**config.mk**
```make
export PLATFORM = sky130hd
export DESIGN_NAME = fpga_cfg_loader_flat
export DESIGN_NICKNAME = d
export VERILOG_FILES = /design/src/rtl/fpga_cfg_loader_pkg.sv /design/src/rtl/fpga_cfg_loader_if.sv /design/src/rtl/fpga_cfg_loader_delay_cnt.sv /design/src/rtl/fpga_cfg_loader.sv /design/src/flat_wrapper.sv
export SDC_FILE = /design/constraint.sdc
export NUM_CORES = 1
export LEC_CHECK = 0
export CAP_MARGIN = 20
export CELL_PAD_IN_SITES_DETAIL_PLACEMENT = 1
export CELL_PAD_IN_SITES_GLOBAL_PLACEMENT = 1
export CORE_AREA = 8 8 315 317
export DETAILED_ROUTE_END_ITERATION = 10
export DIE_AREA = 0 0 323 325
export PLACE_DENSITY = 0.6
export SYNTH_ARGS = -nofsm -noshare
export SYNTH_HDL_FRONTEND = slang
export SYNTH_SLANG_ARGS = --single-unit
```
**constraint.sdc**
```tcl
create_clock -name clock -period 8.83 [get_ports clock]
set_input_delay 2.2075 -clock clock [delete_from_list [all_inputs] [get_ports clock]]
set_output_delay 2.2075 -clock clock [all_outputs]
set_load 0.1 [all_outputs]
```
**src/rtl/fpga_cfg_loader_pkg.sv**
```systemverilog
// fpga_cfg_pkg: types and helpers shared by the configuration loader and
// the fpga wrapper generation flow.
//   cfg_state_e        loader FSM state encoding
//   onehot_bit()       one bit of a one-hot group select
//   DEFAULT_CFG_WIDTH  default configs_in width of the generated fabric
//   DEFAULT_NUM_GROUPS default number of configuration groups
package fpga_cfg_pkg;

    localparam int DEFAULT_CFG_WIDTH  = 320;
    localparam int DEFAULT_NUM_GROUPS = 172;

    typedef enum logic [2:0] {
        ST_IDLE,
        ST_PRE,
        ST_LOAD,
        ST_STROBE,
        ST_POST,
        ST_FFW,
        ST_DONE,
        ST_ERR
    } cfg_state_e;

    // The decoder is built one bit at a time so that the group count can be
    // any loader parameter without a fixed-width intermediate vector.
    function automatic logic onehot_bit(input int sel, input int pos);
        return sel == pos;
    endfunction

endpackage

```
**src/rtl/fpga_cfg_loader_if.sv**
```systemverilog
// fpga_cfg_loader_if: valid/ready word stream from the host/scan port into
// the configuration loader.
//   cfg_valid  host -> loader  word present on cfg_data
//   cfg_data   host -> loader  configuration word (CFG_WIDTH)
//   cfg_last   host -> loader  marks final word of the bitstream
//   cfg_ready  loader -> host  loader accepts a word this cycle
// Modports: master (host side), slave (loader side).
interface fpga_cfg_loader_if import fpga_cfg_pkg::*; #(
    parameter int CFG_WIDTH = DEFAULT_CFG_WIDTH
) ();

    logic                 cfg_valid;
    logic [CFG_WIDTH-1:0] cfg_data;
    logic                 cfg_last;
    logic                 cfg_ready;

    modport master (output cfg_valid, cfg_data, cfg_last, input cfg_ready);
    modport slave  (input cfg_valid, cfg_data, cfg_last, output cfg_ready);

endinterface

```
**src/rtl/fpga_cfg_loader_delay_cnt.sv**
```systemverilog
// cfg_delay_cnt: loadable down-counter used for the PRE, POST and FFW waits.
//   clock, rst_n  clock and asynchronous active-low reset
//   load          load load_val this cycle (wins over counting)
//   load_val      wait length in cycles, must be >= 1
//   done          high during the last cycle of the loaded wait
// After a load of N, done is high in the N-th cycle following the load edge;
// the counter then parks at zero, so done pulses once per load.
module cfg_delay_cnt #(
    parameter int W = 4
) (
    input  logic         clock,
    input  logic         rst_n,
    input  logic         load,
    input  logic [W-1:0] load_val,
    output logic         done
);

    logic [W-1:0] cnt;

    always_ff @(posedge clock or negedge rst_n) begin
        if (!rst_n) begin
            cnt <= '0;
        end else if (load) begin
            cnt <= load_val;
        end else if (cnt != '0) begin
            cnt <= cnt - W'(1);
        end
    end

    assign done = (cnt == W'(1));

endmodule

```
**src/rtl/fpga_cfg_loader.sv**
```systemverilog
// fpga_cfg_loader: streams configuration words into the fabric one group at
// a time, then releases ff_en and rdy after programmable settle delays.
//   clock, rst_n  clock and asynchronous active-low reset
//   start         1-cycle pulse, begins or restarts a load from any state
//   cfg           word stream (slave side of fpga_cfg_loader_if)
//   configs_in    registered word driven to the fabric
//   configs_en    one-hot group write enable
//   ff_en         fabric flip-flop enable
//   rdy           configuration complete, fabric live
//   busy          load in progress (not IDLE/DONE/ERR)
//   err           sticky word-count error, cleared by start
// The interface instance must be built with the same CFG_WIDTH.
module fpga_cfg_loader import fpga_cfg_pkg::*; #(
    parameter int CFG_WIDTH     = DEFAULT_CFG_WIDTH,
    parameter int NUM_GROUPS    = DEFAULT_NUM_GROUPS,
    parameter int PRE_WAIT      = 10,
    parameter int POST_WAIT     = 10,
    parameter int FF_DELAY      = 10,
    parameter int ALLOW_PARTIAL = 0
) (
    input  logic                  clock,
    input  logic                  rst_n,
    input  logic                  start,
    fpga_cfg_loader_if.slave      cfg,
    output logic [CFG_WIDTH-1:0]  configs_in,
    output logic [NUM_GROUPS-1:0] configs_en,
    output logic                  ff_en,
    output logic                  rdy,
    output logic                  busy,
    output logic                  err
);

    localparam int IDX_W    = $clog2(NUM_GROUPS + 1);
    localparam int MAX_WAIT = (PRE_WAIT > POST_WAIT)
                            ? ((PRE_WAIT  > FF_DELAY) ? PRE_WAIT  : FF_DELAY)
                            : ((POST_WAIT > FF_DELAY) ? POST_WAIT : FF_DELAY);
    localparam int CNT_W    = $clog2(MAX_WAIT + 1);
    localparam logic [IDX_W-1:0] GRP_CNT = IDX_W'(NUM_GROUPS);

    cfg_state_e            state;
    logic [IDX_W-1:0]      idx;
    logic [IDX_W-1:0]      idx_inc;
    logic                  last_q;
    logic                  cfg_ready_q;
    logic                  accept;
    logic                  grp_full;
    logic                  to_post;
    logic                  to_err;
    logic [NUM_GROUPS-1:0] oh_cur;
    logic [NUM_GROUPS-1:0] oh_nxt;
    logic                  cnt_load;
    logic [CNT_W-1:0]      cnt_val;
    logic                  cnt_done;

    assign cfg.cfg_ready = cfg_ready_q;
    assign accept        = cfg_ready_q && cfg.cfg_valid;
    assign idx_inc       = idx + IDX_W'(1);
    assign grp_full      = (idx_inc == GRP_CNT);

    always_comb begin
        oh_cur = '0;
        oh_nxt = '0;
        for (int g = 0; g < NUM_GROUPS; g++) begin
            oh_cur[g] = onehot_bit(32'(idx), g);
            oh_nxt[g] = onehot_bit(32'(idx_inc), g);
        end
    end

    // Exit decision for the strobe cycle; last_q only exists when a word was
    // actually accepted, so a stray cfg_last without cfg_valid never counts.
    always_comb begin
        to_post = 1'b0;
        to_err  = 1'b0;
        if (state == ST_STROBE) begin
            if (last_q) begin
                if (grp_full || (ALLOW_PARTIAL != 0)) to_post = 1'b1;
                else                                  to_err  = 1'b1;
            end else if (grp_full) begin
                to_err = 1'b1;
            end
        end
    end

    // The counter is loaded on the same edge the FSM enters the waiting
    // state, so each wait lasts exactly its programmed number of cycles.
    always_comb begin
        cnt_load = 1'b0;
        cnt_val  = '0;
        if (start) begin
            cnt_load = 1'b1;
            cnt_val  = CNT_W'(PRE_WAIT);
        end else if (to_post) begin
            cnt_load = 1'b1;
            cnt_val  = CNT_W'(POST_WAIT);
        end else if (state == ST_POST && cnt_done) begin
            cnt_load = 1'b1;
            cnt_val  = CNT_W'(FF_DELAY);
        end
    end

    cfg_delay_cnt #(.W(CNT_W)) u_delay (
        .clock    (clock),
        .rst_n    (rst_n),
        .load     (cnt_load),
        .load_val (cnt_val),
        .done     (cnt_done)
    );

    always_ff @(posedge clock or negedge rst_n) begin
        if (!rst_n) begin
            state       <= ST_IDLE;
            idx         <= '0;
            last_q      <= 1'b0;
            cfg_ready_q <= 1'b0;
            configs_in  <= '0;
            configs_en  <= '0;
            ff_en       <= 1'b0;
            rdy         <= 1'b0;
            busy        <= 1'b0;
            err         <= 1'b0;
        end else if (start) begin
            // Restart from any state; a word offered this cycle is dropped.
            state       <= ST_PRE;
            idx         <= '0;
            last_q      <= 1'b0;
            cfg_ready_q <= 1'b0;
            configs_en  <= '0;
            ff_en       <= 1'b0;
            rdy         <= 1'b0;
            busy        <= 1'b1;
            err         <= 1'b0;
        end else begin
            case (state)
                ST_PRE: begin
                    if (cnt_done) begin
                        state       <= ST_LOAD;
                        cfg_ready_q <= 1'b1;
                        configs_en  <= oh_cur;
                    end
                end
                ST_LOAD: begin
                    if (accept) begin
                        state       <= ST_STROBE;
                        cfg_ready_q <= 1'b0;
                        configs_in  <= cfg.cfg_data;
                        last_q      <= cfg.cfg_last;
                    end
                end
                ST_STROBE: begin
                    // configs_en is held through this cycle so the fabric
                    // latches the word now on configs_in.
                    idx <= idx_inc;
                    if (to_post) begin
                        state      <= ST_POST;
                        configs_en <= '0;
                    end else if (to_err) begin
                        state      <= ST_ERR;
                        configs_en <= '0;
                        busy       <= 1'b0;
                        err        <= 1'b1;
                    end else begin
                        state       <= ST_LOAD;
                        cfg_ready_q <= 1'b1;
                        configs_en  <= oh_nxt;
                    end
                end
                ST_POST: begin
                    if (cnt_done) begin
                        state <= ST_FFW;
                        ff_en <= 1'b1;
                    end
                end
                ST_FFW: begin
                    if (cnt_done) begin
                        state <= ST_DONE;
                        rdy   <= 1'b1;
                        busy  <= 1'b0;
                    end
                end
                default: begin
                    // IDLE, DONE and ERR hold until the next start.
                end
            endcase
        end
    end

endmodule

```
**src/flat_wrapper.sv**
```systemverilog
// flat-port wrapper written by rule: the top's interface ports become plain ports
module fpga_cfg_loader_flat import fpga_cfg_pkg::*;
#(
    parameter int CFG_WIDTH     = DEFAULT_CFG_WIDTH,
    parameter int NUM_GROUPS    = DEFAULT_NUM_GROUPS,
    parameter int PRE_WAIT      = 10,
    parameter int POST_WAIT     = 10,
    parameter int FF_DELAY      = 10,
    parameter int ALLOW_PARTIAL = 0
)
  (clock, rst_n, start, configs_in, configs_en, ff_en, rdy, busy, err, cfg_cfg_valid, cfg_cfg_data, cfg_cfg_last, cfg_cfg_ready);
  fpga_cfg_loader_if #(.CFG_WIDTH(CFG_WIDTH)) cfg_i ();
  input  logic clock;
  input  logic rst_n;
  input  logic start;
  output logic [CFG_WIDTH-1:0] configs_in;
  output logic [NUM_GROUPS-1:0] configs_en;
  output logic ff_en;
  output logic rdy;
  output logic busy;
  output logic err;
  input wire logic [$bits(cfg_i.cfg_valid)-1:0] cfg_cfg_valid;
  input wire logic [$bits(cfg_i.cfg_data)-1:0] cfg_cfg_data;
  input wire logic [$bits(cfg_i.cfg_last)-1:0] cfg_cfg_last;
  output wire logic [$bits(cfg_i.cfg_ready)-1:0] cfg_cfg_ready;
  assign cfg_i.cfg_valid = cfg_cfg_valid;
  assign cfg_i.cfg_data = cfg_cfg_data;
  assign cfg_i.cfg_last = cfg_cfg_last;
  assign cfg_cfg_ready = cfg_i.cfg_ready;
  fpga_cfg_loader #(.CFG_WIDTH(CFG_WIDTH), .NUM_GROUPS(NUM_GROUPS), .PRE_WAIT(PRE_WAIT), .POST_WAIT(POST_WAIT), .FF_DELAY(FF_DELAY), .ALLOW_PARTIAL(ALLOW_PARTIAL)) u_core (.clock(clock), .rst_n(rst_n), .start(start), .cfg(cfg_i), .configs_in(configs_in), .configs_en(configs_en), .ff_en(ff_en), .rdy(rdy), .busy(busy), .err(err));
endmodule
```
* After elaboration in Yosys (flattened, before gate mapping)
Index checks and enable logic that the tools add are counted.
Storage, ports and cells: register bits 513, input bits 325, output and inout port bits 497, word-level logic and storage cells 448
Cells by class: $add $sub $neg 2, equal/unequal tests 357, mux-type cells 51, bitwise gates (word level) 1, reductions and logical operators 26
Operators by type and width (count):
- 8-bit == test (second input constant) | 217
- 172-bit two-way mux | 4
- 8-bit by 7-bit == test with 1-bit output (second input constant) | 64
- 172-bit case mux with 2 select lines | 1
- 8-bit by 6-bit == test with 1-bit output (second input constant) | 32
- 8-bit by 5-bit == test with 1-bit output (second input constant) | 16
- 8-bit by 4-bit == test with 1-bit output (second input constant) | 8
- 8-bit by 3-bit == test with 1-bit output (second input constant) | 4
- 1-bit two-way mux | 29
- 3-bit two-way mux | 7
- 4-bit two-way mux | 5
- 8-bit by 2-bit == test with 1-bit output (second input constant) | 2
- 8-bit logical NOT | 2
- 8-bit two-way mux | 2
- 2-bit nonzero test | 8
- 3-bit by 2-bit != test with 1-bit output (second input constant) | 5
- 3-bit case mux with 5 select lines | 1
- 5-bit AND reduction | 2
- 8-bit by 1-bit adder with 8-bit output (second input constant) | 1
- 2-bit AND reduction | 4
- 4-bit nonzero test | 2
- 3-bit by 2-bit == test with 1-bit output (second input constant) | 2
- 3-bit == test (second input constant) | 2
- 3-bit != test (second input constant) | 2
- other kinds (12) | 15

* Depth between registers and ports, before layout
word-level depth 9, gate-level depth with buffers 15, depth with buffers taken out 12

* Modules after synthesis
From an unflattened synthesis, not the netlist that was laid out.
Unflattened totals: cells, all modules 1545, area total of the unflattened synthesis 21114.0 sq um
Modules (own cells, without submodules):
- fpga_cfg_loader | instances 1, cells each 1521, area each 20848.7 sq um
- cfg_delay_cnt | instances 1, cells each 24, area each 265.3 sq um

* Least setup slack after synthesis
No wires, ideal clock.
path kind in2reg, from input port start, to register u_core.configs_en[49], arrival 3.356 ns, required time 8.739 ns, slack 5.383 ns, stages 6, path buffers 1, cells stage by stage nor3_1 and2_1 clkbuf_1 nand3_1 nand2b_1 o221ai_1
Between the ends: longest elaborated chain between the ends 2, elaborated cells between the ends (all ways) 4, classes of those cells eq/ne: 1; mux: 1; reduce/logical: 2
Ends and longest elaborated chain:
- start: declaration | line flat_wrapper.sv:15 | input logic start;
- 3-bit by 2-bit != test with 1-bit output (no source line) or 3-bit nonzero test (tied branches)
- 2-bit AND reduction (no source line)
- end signal: assignment | line fpga_cfg_loader.sv:138 | configs_en <= oh_cur;
- end signal: assignment | line fpga_cfg_loader.sv:164 | configs_en <= oh_nxt;
- end: declaration | line fpga_cfg_loader.sv:26 | output logic [NUM_GROUPS-1:0] configs_en,
Parallel ways exist; a longest one is shown, timed or not. A chain may end at the register's enable or synchronous reset.

* Final worst setup path
from register u_core.idx[1], to register u_core.configs_en[50]
Between the ends: longest elaborated chain between the ends 9, elaborated cells between the ends (all ways) 15, classes of those cells add/sub: 1; eq/ne: 3; mux: 11
Ends and longest elaborated chain:
- start: declaration | line fpga_cfg_loader.sv:41 | logic [IDX_W-1:0] idx;
- start signal: assignment | line fpga_cfg_loader.sv:152 | idx <= idx_inc;
- 8-bit by 1-bit adder with 8-bit output | line fpga_cfg_loader.sv:57 | assign idx_inc = idx + IDX_W'(1);
- 8-bit == test | line fpga_cfg_loader.sv:58 | assign grp_full = (idx_inc == GRP_CNT);
- 1-bit two-way mux (on tied branches) | line fpga_cfg_loader.sv:76, fpga_cfg_loader.sv:78
- 1-bit two-way mux | line fpga_cfg_loader.sv:75 | if (last_q) begin
- 1-bit two-way mux | line fpga_cfg_loader.sv:74 | if (state == ST_STROBE) begin
- 172-bit two-way mux | line fpga_cfg_loader.sv:156 | end else if (to_err) begin
- 172-bit two-way mux | line fpga_cfg_loader.sv:153 | if (to_post) begin
- 172-bit case mux with 2 select lines * | line fpga_cfg_loader.sv:133 | case (state)
- 172-bit two-way mux * | line fpga_cfg_loader.sv:121 | end else if (start) begin
Mark *: on every way between the ends. The rest lies on a longest branch, timed or not. The select of a mux whose other input is x is not followed.

==> impl_metrics.csv <==
group,metric,value,unit
sta,setup_viol,0,
floorplanning,die_h,325,um
synthesis,syn-cell-area,0.0215,mm^2
synthesis,synth-async-reset-ratio,100,%
worst_setup_path,endpoint_kind,"flip-flop",
status,status,"completed",
route,ant_nets,0,
clocking,cts-root-buf,"clkbuf_16",
finish,syn_to_final_growth,53.1,%
floorplanning,die_area,0.105,mm^2
floorplanning,io_pins,822,
worst_setup_path,startpoint_type,"flip-flop",
flow_run,drv_cap,0,
clocking,clock_latency,0.60,ns
finish,drive_above_1_share,22.8,%
sta,period_share,54.4,%
synthesis,syn_nets,1947,
sta,timing.setup.tns,0,ns
route,vias,17883,
pwr,p_leak,0.0145,uW
clocking,cts_setup_buffers,0,
route,wl_per_cell,33.0,um
synthesis,synthCells,1612,
global_routing,grt_max_degree,184,
global_routing,grt_pass1_wl,168,mm
sta,rsz0062_at_grt,"no",
global_routing,grt_pass1_vias,19263,
placed_design,port_buffers,821,
clocking,cts_buffer_depth,3,
synthesis,avgSynthCellArea,13.3,um^2
clocking,cts_buffers,67,
clocking,cts_resized,0,
synthesis,synth.yosys.warnings,0,
worst_setup_path,path_max_fanout,25,
floorplanning,coreArea,0.0942,mm^2
floorplanning,initial_core_util,22.8,%
sta,post-route-min-period,4.80,ns
synthesis,synth_top_family_by_area,"multiplexers",
clocking,cts_tree,"built",
sta,clock_skew,0.0262,ns
worst_setup_path,critical_path_arrival,5.30,ns
sta,max_slew_margin,21.4,%
placed_design,place_ws,3.57,ns
global_routing,grtUsageTotal,22.7,%
synthesis,seq_area_frac_synth,59.7,%
synthesis,synthAdderAreaFrac,0.582,%
global_routing,antenna_found_initial,47,
pwr,pwr_density_cell,178,mW/mm^2
synthesis,synthSimpleGateAreaFrac,8.05,%
synthesis,synthMuxAreaShare,16.8,%
synthesis,yosys.area_share.xor_xnor,0.530,%
route,wirelength,123,mm
pwr,vdd.ir_drop.worst,0.111,mV
synthesis,synth-edff-count,0,
finish,final_area,0.0329,mm^2
clocking,hold_buffers,0,
worst_hold_path,holdPathStages,2,
placed_design,gp_congestion,0.900,
clocking,ctsHtreeMaxLevel,3,
synthesis,ys_ff_latch,513,
clocking,cts.sinks,513,
route,first_iter_violations,1267,
placed_design,placed_cell_area,0.0307,mm^2
sta,max_freq,208,MHz
synthesis,yosys_most_used_dff,"dfrtp_1",
sta,worstMarginPinSlew,1.18,ns
worst_hold_path,worstHoldPathType,"flip-flop to flip-flop",
sta,finalWorstSetupSlack,4.03,ns
global_routing,grt_overflow,0,
finish,layout.nets,2750,
placed_design,hpwlAfterDp,98.4,mm
worst_setup_path,crit_type,"flip-flop to flip-flop",
floorplanning,std_cell_rows,113,
route,dr.pass1.iters,5,
sta,drv_slew,0,
worst_setup_path,cp.required,9.33,ns
finish,nFillCells,10102,
synthesis,synth.distinct_cells,73,
worst_setup_path,worstRegToRegCells,11,
route,drc,0,
sta,hold_viol_final,0,
floorplanning,fp.dieW,323,um
synthesis,synth-compound-area-share,10.5,%
clocking,clkSlewWorstSetupHoldPaths,0.06,ns
route,vias_per_cell,4.78,
==> flip-flops by register name (all words and copies together) (netlist names) <==
name / cells
u_core.configs_in: 320
u_core.configs_en: 172
u_core.idx: 8
u_core.rdy: 1
u_core.cfg.cfg_ready: 1
u_core.u_delay.cnt: 4
u_core.busy: 1
u_core.last_q: 1
u_core.ff_en: 1
u_core.err: 1
u_core.state: 3
==> stage by stage <==
stage | power, uW | util (%) | std cells | hold WS [ns]
final | 5840 | 34.9 | 3738 | 0.501
after global routing | 6050 | 34.9 | 3725 | 0.512
after CTS | 5940 | 34.9 | 3721 | 0.501
after detailed placement | 3130 | 32.6 | 3611 | 0.489
after global placement | 3120 | 32.5 | 3604 | 0.487
after floorplan | 2780 | - | 1612 | 0.496
==> synth_stat cells (all sizes together), types with 19 or more instances <==
cell type	number	area share, %
clkbuf	22	0.39
a221o	52	2.4
nor2	72	1.3
buf	90	3.3
o21ai	68	1.6
dfrtp	513	60
o221ai	45	1.9
nand2	96	1.7
nor3	59	1.4
a21oi	19	0.48
nand3	34	1.1
nand2b	33	0.97
a22oi	63	2.2
mux2	320	17
==> layout make-up <==
class | instances | area (um^2) | area share (%)
well taps | 1265 | 1580 | 4.81
diodes | 17 | 42.5 | 0.129
repair buffers | 846 | 8380 | 25.5
clock inverters | 26 | 332 | 1.01
inverters | 10 | 37.5 | 0.114
clock buffers | 84 | 1820 | 5.53
multi-input cells | 977 | 7880 | 23.9
flip-flops and latches | 513 | 12800 | 39.0
==> routing by layer <==
| layer | vias to the layer above | global-route usage (%) | part of all wire (%) |
|---|---|---|---|
| met5 | - | 0 | 0.15 |
| met2 | 863 | 38.0 | 48 |
| met4 | 26 | 7.18 | 3.0 |
| met1 | 9275 | 25.6 | 37 |
| li1 | 7529 | - | - |
| met3 | 190 | 10.5 | 11 |
==> worst max-delay path, cell delays in order (launching register included) <==
cell and delay, ns:
dfrtp_1 0.60, ha_1 0.66, and3_1 0.42, nand2_1 0.13
o22a_4 0.40, nor2_1 0.18, ha_1 0.28, nor3_1 0.42
and2_1 0.30, nand3_1 0.63, nand2b_1 0.45, o221ai_1 0.22
==> report_power, final <==
group	switching (uW)	leakage (uW)	total [uW]	internal [uW]
combinational	452	0.00630	671	219
sequential	35.5	0.00714	2420	2380
clock	1090	0.00107	2750	1660
total	1580	0.0145	5840	4260
==> placed cells by master (no fill, tap or decap), types with 12 or more instances in the layout <==
cell             instances
clkinv_2                12
nand2_1                 95
o31ai_1                 13
mux2_2                 320
nor3_1                  57
buf_4                   86
a21oi_1                 17
a22oi_1                 63
nand3_1                 24
o221ai_1                44
diode_2                 17
clkdlybuf4s50_1        748
dfrtp_1                513
nand2b_1                31
a221o_1                 52
o21ai_0                 63
clkbuf_16               67
nor2_1                  70
==> path summary, 6_finish.rpt <==
| path | slack (ns) | end | from |
|---|---|---|---|
| worst max register to register | 4.03 | u_core.configs_en[50] | u_core.idx[1] |
| worst max-delay path | 4.03 | u_core.configs_en[50] | u_core.idx[1] |
| worst min-delay path | 0.50 | u_core.configs_en[50] | u_core.configs_en[50] |
| min in group asynchronous | 1.70 | u_core.ff_en | rst_n |
| max in group asynchronous | 5.64 | u_core.configs_in[31] | rst_n |
| worst min register to register | 0.50 | u_core.configs_en[50] | u_core.configs_en[50] |
==> cell families after synthesis <==
kind of cell               count (synthesis)
AOI/OAI and AO/OA                        293
and+or+nand+nor                          343
muxes                                    321
adders and majority gates                 10
DFF                                      513
buffers and inverters                    122
xor gates and xnor gates                  10
(Power assumes the default switching activity.)
